==> src/rtl/game2048_pkg.sv <==
// Shared types for the 2048 move path: direction encoding, encoder FSM states,
// idle button pattern and the fixed-priority direction picker.
package game2048_pkg;

  typedef enum logic [1:0] {
    DIR_UP    = 2'd0,
    DIR_DOWN  = 2'd1,
    DIR_LEFT  = 2'd2,
    DIR_RIGHT = 2'd3
  } dir_t;

  typedef enum logic {
    ST_ARMED,
    ST_HELD
  } move_state_t;

  localparam logic [3:0] BTN_IDLE = 4'b1111;

  // Lowest pressed index wins: UP > DOWN > LEFT > RIGHT.
  function automatic dir_t prio_dir(input logic [3:0] btn_n);
    if (!btn_n[0]) return DIR_UP;
    if (!btn_n[1]) return DIR_DOWN;
    if (!btn_n[2]) return DIR_LEFT;
    return DIR_RIGHT;
  endfunction

endpackage

==> src/rtl/cmd_fifo.sv <==
// Small first-word-fall-through queue; write lands one edge after push, head visible immediately.
// A push while full is accepted only if a pop happens in the same cycle.
module cmd_fifo #(
  parameter int DEPTH = 2,
  parameter int WIDTH = 2
) (
  input  logic             clk,
  input  logic             reset,
  input  logic             push,
  input  logic [WIDTH-1:0] din,
  output logic             full,
  input  logic             pop,
  output logic [WIDTH-1:0] dout,
  output logic             empty
);

  localparam int AW = $clog2(DEPTH);
  localparam logic [AW:0] FULL_CNT = DEPTH[AW:0];

  logic [WIDTH-1:0] mem [DEPTH];
  logic [AW-1:0]    wr_ptr;
  logic [AW-1:0]    rd_ptr;
  logic [AW:0]      count;
  logic             do_push;
  logic             do_pop;

  assign empty   = (count == '0);
  assign full    = (count == FULL_CNT);
  assign do_pop  = pop && !empty;
  assign do_push = push && (!full || do_pop);
  assign dout    = mem[rd_ptr];

  always_ff @(posedge clk) begin
    if (do_push) mem[wr_ptr] <= din;
  end

  // Pointers are AW bits, so power-of-two depths wrap for free.
  always_ff @(posedge clk or negedge reset) begin
    if (!reset) begin
      wr_ptr <= '0;
      rd_ptr <= '0;
      count  <= '0;
    end else begin
      if (do_push) wr_ptr <= wr_ptr + 1'b1;
      if (do_pop)  rd_ptr <= rd_ptr + 1'b1;
      case ({do_push, do_pop})
        2'b10:   count <= count + 1'b1;
        2'b01:   count <= count - 1'b1;
        default: count <= count;
      endcase
    end
  end

endmodule

==> src/rtl/move_cmd_encoder.sv <==
// Turns debounced active-low direction buttons into one queued move command per press.
// Press sampled at edge k -> cmd_valid after edge k; head held while !cmd_ready; full-queue presses dropped into sticky overflow.
// Optional hold-to-repeat behaviour is enabled by defining MOVE_CMD_AUTOREPEAT_EN.
module move_cmd_encoder
  import game2048_pkg::*;
#(
  parameter int FIFO_DEPTH = 2
`ifdef MOVE_CMD_AUTOREPEAT_EN
  ,
  parameter int REPEAT_DELAY  = 25_000_000,
  parameter int REPEAT_PERIOD = 10_000_000
`endif
) (
  input  logic       clk,
  input  logic       reset,
  input  logic [3:0] btn_n,
  output logic       cmd_valid,
  output dir_t       cmd_dir,
  input  logic       cmd_ready,
  output logic       overflow
);

  move_state_t state_q;
  move_state_t state_d;
  logic        push_req;
  dir_t        push_dir;
  logic        fifo_full;
  logic        fifo_empty;
  logic [1:0]  fifo_dout;
  logic        rpt_fire;

`ifdef MOVE_CMD_AUTOREPEAT_EN
  dir_t        last_dir;
  logic [3:0]  btn_prev;
  logic [31:0] hold_cnt;
  logic        repeating;
  logic        hold_ok;

  // Counting needs a steady single button matching the last command issued.
  assign hold_ok  = (state_q == ST_HELD) && (btn_n == btn_prev) &&
                    ($countones(~btn_n) == 1) && (prio_dir(btn_n) == last_dir);
  assign rpt_fire = hold_ok &&
                    (hold_cnt == (repeating ? 32'(REPEAT_PERIOD - 1) : 32'(REPEAT_DELAY - 1)));

  always_ff @(posedge clk or negedge reset) begin
    if (!reset) begin
      last_dir  <= DIR_UP;
      btn_prev  <= BTN_IDLE;
      hold_cnt  <= '0;
      repeating <= 1'b0;
    end else begin
      btn_prev <= btn_n;
      if (push_req) last_dir <= push_dir;
      if (!hold_ok) begin
        hold_cnt  <= '0;
        repeating <= 1'b0;
      end else if (rpt_fire) begin
        hold_cnt  <= '0;
        repeating <= 1'b1;
      end else begin
        hold_cnt <= hold_cnt + 1'b1;
      end
    end
  end
`else
  assign rpt_fire = 1'b0;
`endif

  always_comb begin
    state_d  = state_q;
    push_req = 1'b0;
    push_dir = DIR_UP;
    case (state_q)
      ST_ARMED: begin
        if (btn_n != BTN_IDLE) begin
          push_req = 1'b1;
          push_dir = prio_dir(btn_n);
          state_d  = ST_HELD;
        end
      end
      default: begin
        if (btn_n == BTN_IDLE) begin
          state_d = ST_ARMED;
        end else if (rpt_fire) begin
          push_req = 1'b1;
          push_dir = prio_dir(btn_n);
        end
      end
    endcase
  end

  // Starting in HELD means a button held through reset must be released first.
  always_ff @(posedge clk or negedge reset) begin
    if (!reset) begin
      state_q  <= ST_HELD;
      overflow <= 1'b0;
    end else begin
      state_q <= state_d;
      if (push_req && fifo_full && !cmd_ready) overflow <= 1'b1;
    end
  end

  cmd_fifo #(
    .DEPTH(FIFO_DEPTH),
    .WIDTH(2)
  ) u_fifo (
    .clk   (clk),
    .reset (reset),
    .push  (push_req),
    .din   (push_dir),
    .full  (fifo_full),
    .pop   (cmd_ready),
    .dout  (fifo_dout),
    .empty (fifo_empty)
  );

  assign cmd_valid = !fifo_empty;
  assign cmd_dir   = cmd_valid ? dir_t'(fifo_dout) : DIR_UP;

endmodule

==> config.mk <==
export PLATFORM = sky130hd
export DESIGN_NAME = move_cmd_encoder
export DESIGN_NICKNAME = d
export VERILOG_FILES = /design/src/rtl/game2048_pkg.sv /design/src/rtl/cmd_fifo.sv /design/src/rtl/move_cmd_encoder.sv
export SDC_FILE = /design/constraint.sdc
export NUM_CORES = 1
export LEC_CHECK = 0
export CORE_AREA = 5 5 42 44
export DETAILED_ROUTE_END_ITERATION = 10
export DIE_AREA = 0 0 47 49
export GPL_TIMING_DRIVEN = 1
export SYNTH_ARGS = -nofsm -noshare
export SYNTH_HDL_FRONTEND = slang
export SYNTH_SLANG_ARGS = --single-unit
==> constraint.sdc <==
create_clock -name clk -period 1.65 [get_ports clk]
set_input_delay 0.165 -clock clk [delete_from_list [all_inputs] [get_ports clk]]
set_output_delay 0.165 -clock clk [all_outputs]
set_load 0.005 [all_outputs]
==> run summary, run 1 <==
The run gives 1 as the number of levels in the clock H-tree. The worst setup path is launched from a flop. The logs give 42 for the instance count of the mapped netlist and 4 for the DRC marker count from the first detailed-route iteration. The tools report the critical path endpoint category as a primary output. For the global-route wire length before repair, the log shows 1.75 mm. The most used flip-flop cell after synthesis is dfrtp_1. The worst-path cell with the longest stage delay was clkdlybuf4s50_1. Cell internal power was estimated by the tool at 0.473 mW. The analysis attributes to net switching a power of 0.163 mW. In this run the remaining antenna-violating nets after routing total 0. The mean number of vias per cell was 5.20; the count of flip-flops with a built-in enable after synthesis was 4. The time the worst path needs with I/O delays and setup is 1.57 ns, and the mean post-synth cell area is 12.0 µm². After floorplanning, the core was divided into 14 placement rows. Synthesis produced a netlist with a net count of 49. The logs give 416 for the total via count after detailed routing and 1.05 mm for the post-detailed-routing wire length.

At the pin with the least slew margin, the transition time is 0.283 ns. The critical path goes through nor2_2, nor2_1, clkdlybuf4s50_1. TritonCTS buffer count: 3. In the final design database the tool counted 72 nets.

The worst register-to-register path has a depth of 4. The count of boundary I/O pins was 11; the total power per unit cell area was 886 nW/µm². In this run the tightest slew margin relative to its limit is 81.0%. Before antenna repair, the detailed router went through 4 iterations. The tools report the termination of the worst setup path as cmd_dir[0]. Average wire length per cell after detail routing: 13.1 µm. TritonCTS built the clock tree. The placed instance area came out at 672 µm². The capture instance of the worst register-to-register path was u_fifo.mem[1][1]$_DFFE_PP_. Sequential cells were found to cover 54.0% of the synthesized design area. Clock tree synthesis selected as its root buffer the cell clkbuf_4.

After detailed routing, the number of remaining DRC violations is 0. On the worst path, the slowest cell contributes a delay of 0.44 ns. Portion of total power attributed to the clock network: 26.7%. Startpoint of the worst setup timing path: u_fifo.count[0]$_DFFE_PN0P_. The cell count along the critical path is 3, and the share of the clock period used by the worst path after layout is 94.9%. The sequential share of power is 49.8%. The run gives 0 as the number of hold violations in the final report. Max-capacitance violation count: 0. Summed over all cells, the static leakage comes to 0.315 nW.

Setup violations remaining at the end of the flow were counted as 0. Measured along the y axis, the die boundary spans 49 µm. The flow ran to the end, and the final reports show no timing, DRC or antenna violations. The worst hold path belongs to the class in -> async. The worst setup path is of the reg -> out kind. The data arrival time at the worst-slack endpoint is 1.40 ns, and the peak supply drop is 0.398 mV. In the post-synthesis netlist, the biggest area contributors are dfrtp_1 (25%), edfxtp_1 (24%), a41oi_4 (5.5%), dfstp_2 (5.2%), mux2i_1 (4.0%). Utilization after layout: 51.2%. The relative contribution of combinational cells to total power is 23.5%, and the post-synthesis instance area is 503 µm². The worst register-to-register path has a setup slack of 0.31 ns. The placeable core region was 1400 µm². The biggest area consumer among synthesized cells is dfrtp_1. Timing would allow up to 639 MHz. The power consumption is 0.636 mW. The CTS sink count came out at 10.

Of the cells placed in the final design, the portion with a size suffix greater than 1 is 29.7%. Number of global-route vias before repair: 392. The number of antenna violations at the first check in global routing came out at 0.

Synthesis inferred 10 register bits. The top fanout value on the critical path came out at 4. Once detailed placement completed, the half-perimeter wirelength came to 796 µm.

During synthesis, Yosys emitted a total of 0 warnings. In the post-synthesis netlist, the cell with the most instances is dfrtp_1. The slack of the critical path came out at 0.0848 ns. After clock tree synthesis, the flow added hold-fix buffers numbering 0.

Die area: 2300 µm². Counting instances in the post-synthesis netlist gives the leading cell types as dfrtp_1 (5), edfxtp_1 (4), nor2_1 (4). The initial core utilization is 35.9%. Counting flops with an async set or reset pin after synthesis yields a share of 60.0%. Count of buffering cells on the critical path with inverters included: 1. The logs give 0 for the overall overflow remaining after global route and 2 for the number of buffers on the longest clock path. The count of input and output buffers works out to 10.

The congestion estimate from routability-driven global placement came to 0.737. The area share of the largest cell type after synthesis is 24.9%. The worst register-to-register path begins at u_fifo.count[0]$_DFFE_PN0P_. Worst clock skew on the final layout: 0.00321 ns. The tools report the number of diodes added for antenna fixing as 0. The run gives 0.26 ns as the insertion delay to the later sink of the worst-skew pair.

The minimum setup slack after placement came out at 0.121 ns. For the number of distinct library cell variants in the gate-level netlist after synthesis, the log shows 27. Relative to the synthesized area, the layout overhead comes to 42.8%.

In this run switching power makes up 25.7% of total power. The horizontal die dimension was 47 µm; the final worst hold slack was 0.136 ns. The cell family with the largest share of critical-path delay was buffers and inverters. For the final number of max-transition violations, the log shows 0. The logs give 9 for the largest net degree at the start of global routing and 1.48 ns for the required time of the critical path. After clock tree synthesis, the clock-pin slew on the worst setup and hold paths is 0.06 ns. Overall routing resource usage: 11.2%.

The area of all placed cells without fillers came out at 718 µm².
[per-stage QoR]
stage	setup TNS (ns)	std cells
2_1_floorplan	0	42
3_3_place_gp	0	74
3_5_place_dp	0	74
4_1_cts	0	78
5_1_grt	-0.00413	80
6_report	0	80
[kinds of logic (layout without fill, tap and decap cells)]
group | after synthesis | after routing | share of synthesized area [%]
and+or+nand+nor | 16 | 16 | 19.2
AOI/OAI and AO/OA | 9 | 9 | 17.2
muxes | 2 | 2 | 3.98
xor gates and xnor gates | 2 | 2 | 3.48
buffers and inverters | 3 | 25 | 2.24
DFF | 10 | 10 | 54.0
[placed cells by master (no fill, tap or decap), types with 2 or more instances in the layout]
cell type        count
buf_4                9
clkbuf_4             3
clkdlybuf4s50_1      9
dfrtp_1              5
edfxtp_1             4
inv_1                2
mux2i_1              2
nand2_1              2
nand4_1              2
nor2_1               3
nor2_2               2
o21ai_1              2
[worst min path at each step]
stage,startpoint,endpoint,depth (start not counted)
final,reset,u_fifo.count[1]$_DFFE_PN0P_,1
after global routing,reset,overflow$_DFFE_PN0P_,1
after CTS,reset,overflow$_DFFE_PN0P_,1
after detailed placement,reset,overflow$_DFFE_PN0P_,1
after global placement,reset,overflow$_DFFE_PN0P_,1
after floorplan,reset,overflow$_DFFE_PN0P_,0
[power groups by stage]
stage	Combinational [mW]	Clock [mW]	Sequential, mW
global route	0.163	0.199	0.323
global placement	0.107	0	0.327
floorplan	0.0548	0	0.318
detailed placement	0.110	0	0.326
finish	0.150	0.170	0.317
CTS	0.111	0.180	0.321
[state kept, by name (all words and copies together), names as in the netlist]
signal         count
overflow           1
u_fifo.wr_ptr      1
u_fifo.mem         4
u_fifo.rd_ptr      1
state_q            1
u_fifo.count       2
[worst reg2reg max path: stages (launching register included)]
cell	delay [ns]
dfrtp_1	0.40
buf_4	0.17
nor3b_2	0.28
nor2_2	0.07
and2_1	0.19
[final cells by class]
class	instances	area [µm²]
well taps	16	20.0
inverters	2	7.51
clock buffers	3	22.5
clock inverters	1	3.75
multi-input cells	29	223
flip-flops and latches	10	272
fillers	142	683
repair buffers	19	170
[metal layers]
metal  share of wire [%]  up-vias  global-route usage, %
met5                   0        -                      0
met4                 3.1        0                   9.68
li1                    -      202                      -
met3                 4.6        4                   4.80
met2                  51       11                   15.8
met1                  41      199                   12.0
[repair_timing]
action                     CTS  global route
setup endpoints to repair    0             3
buffers inserted             0             2
gates resized for setup      0             2
(Power assumes the default switching activity.)
==> run 2: changes to the inputs <==
--- a/config.mk
+++ b/config.mk
@@ -8,7 +8,10 @@
 export CORE_AREA = 5 5 42 44
 export DETAILED_ROUTE_END_ITERATION = 10
 export DIE_AREA = 0 0 47 49
+export DONT_BUFFER_PORTS = 1
+export GPL_ROUTABILITY_DRIVEN = 0
 export GPL_TIMING_DRIVEN = 1
+export SETUP_SLACK_MARGIN = 0.15
 export SYNTH_ARGS = -nofsm -noshare
 export SYNTH_HDL_FRONTEND = slang
 export SYNTH_SLANG_ARGS = --single-unit
==> run summary, run 2 (synthesized netlist as in run 1, its figures left out) <==
The number of antenna diodes in the final layout is 0. The overall overflow remaining after global route is 0. After filler insertion, the fill cell instance count of the layout stands at 137. The most common library cell in the layout ignoring fill and taps is dfrtp_1. The number of placement rows was 14; the number of hold violations in the final report was 0. The logs give 0.35 ns for the reg2reg setup slack and 1.24 ns for the data arrival time at the worst-slack endpoint.

In the final routed layout, each cell accounts on average for 14.0 µm. Final hold analysis gives a worst-case slack of 0.0723 ns. The worst clock skew on the final layout came out at 0.00511 ns. The area of combinational cells with multiple inputs is 220 µm².

The area growth from synthesis to layout is 16.4%. In this run the tightest slew margin relative to its limit is 78.0%. The run gives 0 as the number of antenna violations at the first check in global routing. The first global-routing pass estimated 1.53 mm of wire. The worst-case IR drop observed on VDD is 0.484 mV. The worst setup path is captured at a flop. The run gives 0 as the number of gates resized after cts. Pin placement for this block handled 11 I/O pins. Clock latency on the worst-skew pair, taken at its later pin, is 0.27 ns. The share of layout cells above drive strength 1 is 18.4%, and the largest net degree at the start of global routing is 10.

The detail route stage leaves a number of antenna-violating nets equal to 0. In this run, CTS created clock tree buffers numbering 3. For the final routed database, the setup TNS stands at 0 ns.

For the overall routing resource usage, the log shows 9.93%. The placeable core region was 1400 µm²; the number of cells in the finished layout apart from fillers was 65. The run gives 0 as the final number of max-transition violations.

Buffers added to address setup during post-CTS repair amount to 0. The worst flop-to-flop path startpoint was state_q$_DFF_PN1_. Walking the worst path, the cells encountered are a41o_2, nor3_1.

The worst-path cell with the longest stage delay was dfstp_2. The tightest min-delay check is of the in -> reg type. For this design, the sink count on the clock tree is 10.

Setup repair after global routing left no endpoint under its margin. Dividing total power by cell area gives a power density of 962 nW/µm². The actual transition at the worst max-transition pin is 0.327 ns.

The tools report the total via count after detailed routing as 351. The DRC marker count from the first detailed-route iteration is 6. In the final layout, the registers with the most flip-flops are u_fifo.mem (4), u_fifo.count (2).

The cell family with the largest share of critical-path delay was flip-flops. The worst setup path is launched from a flop. Measured in cells, the most critical reg-to-reg path has a length of 2. Along the worst path, the maximum fanout reaches 5.

Including well taps, the total number of placed cells is 57. The flip-flop count of the largest register, all copies and words added is 4. The endpoint identified for the worst register-to-register timing path is u_fifo.mem[0][1]$_DFFE_PP_.

TritonCTS built the clock tree. The tools report the highest achievable clock rate as 771 MHz. On the worst path, the slowest cell contributes a delay of 0.39 ns. For the number of levels in the clock H-tree, the log shows 1. The tools report the cell at the root of the clock tree as clkbuf_4. In the final layout, flip-flops and latches occupy 272 µm². The DRC violation count after routing was 0. The instance count along the most critical hold path works out to 2. Measured along the x axis, the die boundary spans 47 µm. Together, buffers and inverters on the worst path number 0. In this run the deepest clock path goes through 2 buffers.

The time the worst path needs with I/O delays and setup was 1.30 ns; the number of setup violations in the final report was 0. The count of input and output buffers works out to 0. The run gives 911 µm as the post-detailed-routing wire length. The run finished with clean final reports. The clock-pin slew on the worst setup and hold paths was 0.07 ns. Summed over all cells, the static leakage comes to 0.229 nW. In the layout the commonest cells are dfrtp_1 (5), nor2_1 (4), dlygate4sd3_1 (4), edfxtp_1 (4), clkbuf_4 (3).

Measured along the y axis, the die boundary spans 49 µm. In the final design database the tool counted 57 nets. For the worst setup path, the data required time is 1.59 ns.

The number of global-route vias before repair was 343. Max-cap violations in this run came to 0. After detailed routing, the number of vias per cell comes to 5.40.

The type of the worst setup path is reg -> reg. The worst hold path begins at cmd_ready. The pre-antenna-repair detailed-routing pass consisted of 3 iterations. The initial core utilization came out at 35.9%. The share of the clock period used by the worst path after layout was 78.6%. Most flop-heavy register: u_fifo.mem.

The die covers 2300 µm². The path with the worst hold slack has its endpoint at u_fifo.count[0]$_DFFE_PN0P_.
run 2: cell types whose count changed in the layout (fill, tap and decap cells not counted), sizes merged:
cell and change:
dlymetal6s2s -1, dlygate4sd3 +4, clkdlybuf4s50 -9, buf -9
run 2: cell type report:
cell class	count	area share (%)
multi-input combinational	29	37.6
timing repair buffer	4	6.84
clock buffer	3	3.85
clock inverter	1	0.641
inverter	2	1.28
tap	16	3.42
sequential	10	46.4
run 2: worst max-delay path by stage:
stage,cells past startpoint,slack [ns],end,start
after global placement,2,0.35,u_fifo.mem[0][1]$_DFFE_PP_,state_q$_DFF_PN1_
after global routing,2,0.26,u_fifo.mem[0][1]$_DFFE_PP_,state_q$_DFF_PN1_
after floorplan,4,0.43,u_fifo.mem[1][0]$_DFFE_PP_,u_fifo.count[0]$_DFFE_PN0P_
final,2,0.35,u_fifo.mem[0][1]$_DFFE_PP_,state_q$_DFF_PN1_
after detailed placement,2,0.36,u_fifo.mem[0][1]$_DFFE_PP_,state_q$_DFF_PN1_
after CTS,2,0.33,cmd_dir[0],u_fifo.count[0]$_DFFE_PN0P_
run 2: what timing repair did:
action,CTS,global route
hold buffers,4,0
endpoints found under the setup margin,0,0
endpoints found under the hold margin,8,0
run 2: worst reg2reg max path: stages, from the launching register on:
cell     delay (ns)
dfstp_2        0.39
a41o_2         0.27
nor3_1         0.31
run 2: where the power goes:
| part | internal (mW) | leakage (nW) | switching, mW |
|---|---|---|---|
| combinational | 0.0417 | 0.101 | 0.0248 |
| clock | 0.0874 | 0.0154 | 0.0878 |
| sequential | 0.289 | 0.113 | 0.0327 |
run 2: per-stage QoR:
step | total power, mW | area (µm²) | util, % | setup slack, ns
2_1_floorplan | 0.373 | 503 | - | 0.434
3_3_place_gp | 0.386 | 519 | 37.1 | 0.352
3_5_place_dp | 0.386 | 519 | 37.1 | 0.355
4_1_cts | 0.571 | 586 | 41.8 | 0.332
5_1_grt | 0.597 | 586 | 41.8 | 0.263
6_report | 0.564 | 586 | 41.8 | 0.354
run 2: metal layers:
| metal | up-vias | share of wire, % | GRT usage [%] |
|---|---|---|---|
| li1 | 174 | - | - |
| met5 | - | 0 | 0 |
| met2 | 11 | 46 | 13.1 |
| met4 | 0 | 4.9 | 9.68 |
| met3 | 4 | 8.2 | 4.06 |
| met1 | 162 | 41 | 11.3 |
==> run 3: changes to the inputs <==
==> constraint.sdc (replaced) <==
create_clock -name clk -period 1.2 [get_ports clk]
set_input_delay 0.12 -clock clk [delete_from_list [all_inputs] [get_ports clk]]
set_output_delay 0.12 -clock clk [all_outputs]
set_load 0.005 [all_outputs]
==> run summary, run 3 (synthesized netlist as in run 1, its figures left out) <==
The run finished with clean final reports. The first global-routing pass estimated 2.01 mm of wire. The required time of the critical path was 1.36 ns. Ranked by flip-flop count, first place goes to u_fifo.mem. Placeable core region: 1400 µm².

For this run, design rule violations remaining after detail routing come to 0. In this run the static leakage power is 0.310 nW. Setup violations remaining at the end of the flow were counted as 0. For the antenna violation net count after detailed routing, the log shows 0. The run gives 0 as the max-capacitance violation count. Dividing the detail-routed via count by the number of cells gives 5.53. Input and output buffers added on the ports amount to 0. The count of buffering cells on the critical path with inverters included came out at 1. The slack of the critical path came out at 0.0217 ns. Compared with the post-synthesis result, the final layout area differs by 56.5%. The number of buffers on the longest clock path was 2; the CTS sink count was 10. The largest individual stage delay along the critical path comes from the cell dfstp_2. After layout, the worst path uses 98.2% of the clock period. Timing would allow up to 849 MHz. Summed over all layers, the global routing overflow is 0.

The tools report the number of placement rows as 14. In this run, CTS created clock tree buffers numbering 3. The type of the worst min-delay path was in -> reg. The flip-flop count of the largest register, all copies and words added was 4. TritonCTS built the clock tree.

The number of hold violations in the final report came out at 0. STA classifies the critical path endpoint as a flop. Initial core utilization: 35.9%.

The most common library cell in the layout ignoring fill and taps is dlygate4sd3_1. Once layout is complete, the utilization of the core stands at 56.2%. The worst-case IR drop observed on VDD is 0.689 mV.

The total power per unit cell area came out at 1110 nW/µm². Across all layers, the routed design uses 431 vias. Setup repair after global routing could not meet its margin everywhere.

The actual transition at the worst max-transition pin was 0.358 ns. The floorplan step defined a die boundary enclosing 2300 µm². The tools report the largest net degree at the start of global routing as 8. Of all nets on the critical path, the largest fanout is 6. Of the cells placed in the final design, the portion with a size suffix greater than 1 is 46.8%.

The logs give 0 for the number of antenna violations at the first check in global routing and 0.0117 ns for the minimum setup slack after placement. Clock latency on the worst-skew pair, taken at its later pin, is 0.27 ns. The stage delay of the slowest cell on the critical path is 0.38 ns. For the net count of the finished layout, the log shows 70. The first TritonRoute pass finished after 4 iterations. The worst clock skew on the final layout is 0.000891 ns.

In the final routed layout, each cell accounts on average for 16.6 µm. The largest registers in the layout are u_fifo.mem (4), u_fifo.count (2). The run gives 1.34 ns as the data arrival time at the worst-slack endpoint. The tools report the final number of max-transition violations as 0.

The sort of element at the start of the critical path is a flop. Fill cells in the final layout number 122. The critical path goes through buf_6, a41oi_4, and4b_1, a211oi_2.

The number of placed instances, taps included is 60, and the half-perimeter wire length of the detailed placement result is 733 µm. The post-detailed-routing wire length was 1.30 mm. The overall routing resource usage was 12.3%. The time the worst path needs with I/O delays and setup is 1.18 ns.

Measured along the x axis, the die boundary spans 47 µm. The floorplan step set the die height to 49 µm. Setup total negative slack on the finished layout was measured at 0 ns. Pin placement for this block handled 11 I/O pins. 0 antenna diodes ended up in the layout.

The number of global-route vias before repair was 448. The top cell types in the final layout, fill and taps aside, are dlygate4sd3_1 (7), buf_6 (6), dfrtp_1 (5), buf_4 (4), edfxtp_1 (4). Clock-pin slew was measured on the worst setup and hold paths at 0.06 ns. The type of the worst setup path is reg -> reg.

The tree is rooted in a clkbuf_4. The number of cells in the finished layout apart from fillers came out at 78. Headroom to the max-slew limit came out at 75.9%.

The number of levels in the clock H-tree was 1. The kind of cell with the highest combined delay along the critical path is flip-flops. The DRC marker count from the first detailed-route iteration is 3.
-- run 3: changes by cell type in the layout (fill, tap and decap cells not counted), sizes merged --
cell         previous run  this run
buf                     0        10
dlygate4sd3             4         7
-- run 3: path summary, 6_finish.rpt --
check / start / end / slack [ns] / depth (start not counted)
max in group asynchronous: reset / state_q$_DFF_PN1_ / 0.76 / 1
min reg2reg: overflow$_DFFE_PN0P_ / overflow$_DFFE_PN0P_ / 0.50 / 1
min: cmd_ready / u_fifo.count[0]$_DFFE_PN0P_ / 0.04 / 2
max: state_q$_DFF_PN1_ / u_fifo.count[1]$_DFFE_PN0P_ / 0.02 / 4
max reg2reg: state_q$_DFF_PN1_ / u_fifo.count[1]$_DFFE_PN0P_ / 0.02 / 4
min in group asynchronous: reset / u_fifo.rd_ptr$_DFFE_PN0P_ / 0.16 / 1
-- run 3: metal layers --
layer / vias to the layer above / wire, µm / GRT usage (%)
met3: 5 / 93 / 2.21
met5: - / 0 / 0
met4: 0 / 40 / 6.91
met2: 20 / 669 / 19.9
met1: 209 / 493 / 14.4
li1: 197 / - / -
-- run 3: timing repair --
item	CTS	global route
endpoints found under the hold margin	8	1
buffers inserted	6	1
setup endpoints to repair	10	13
pin swaps	5	6
hold buffers	6	1
gates resized for setup	9	11
-- run 3: layout make-up --
type                       instances  area, µm²  share of cell area, %
clock buffer                       3       22.5                   2.86
timing repair buffer              17        168                   21.3
inverter                           2       7.51                  0.954
tap                               16       20.0                   2.54
sequential                        10        272                   34.5
clock inverter                     1       3.75                  0.477
multi-input combinational         29        294                   37.4
-- run 3: through the flow --
step	power, mW	area (µm²)	hold WS (ns)
CTS	0.856	729	0.0343
floorplan	0.524	527	-0.176
finish	0.877	787	0.0399
detailed placement	0.546	556	-0.175
global route	0.909	787	0.0549
global placement	0.536	556	-0.175
-- run 3: where the power goes --
part / total, mW / switching [mW] / internal, mW
clock network: 0.245 / 0.124 / 0.121
logic: 0.183 / 0.0707 / 0.113
registers: 0.449 / 0.0514 / 0.398
total: 0.877 / 0.246 / 0.631
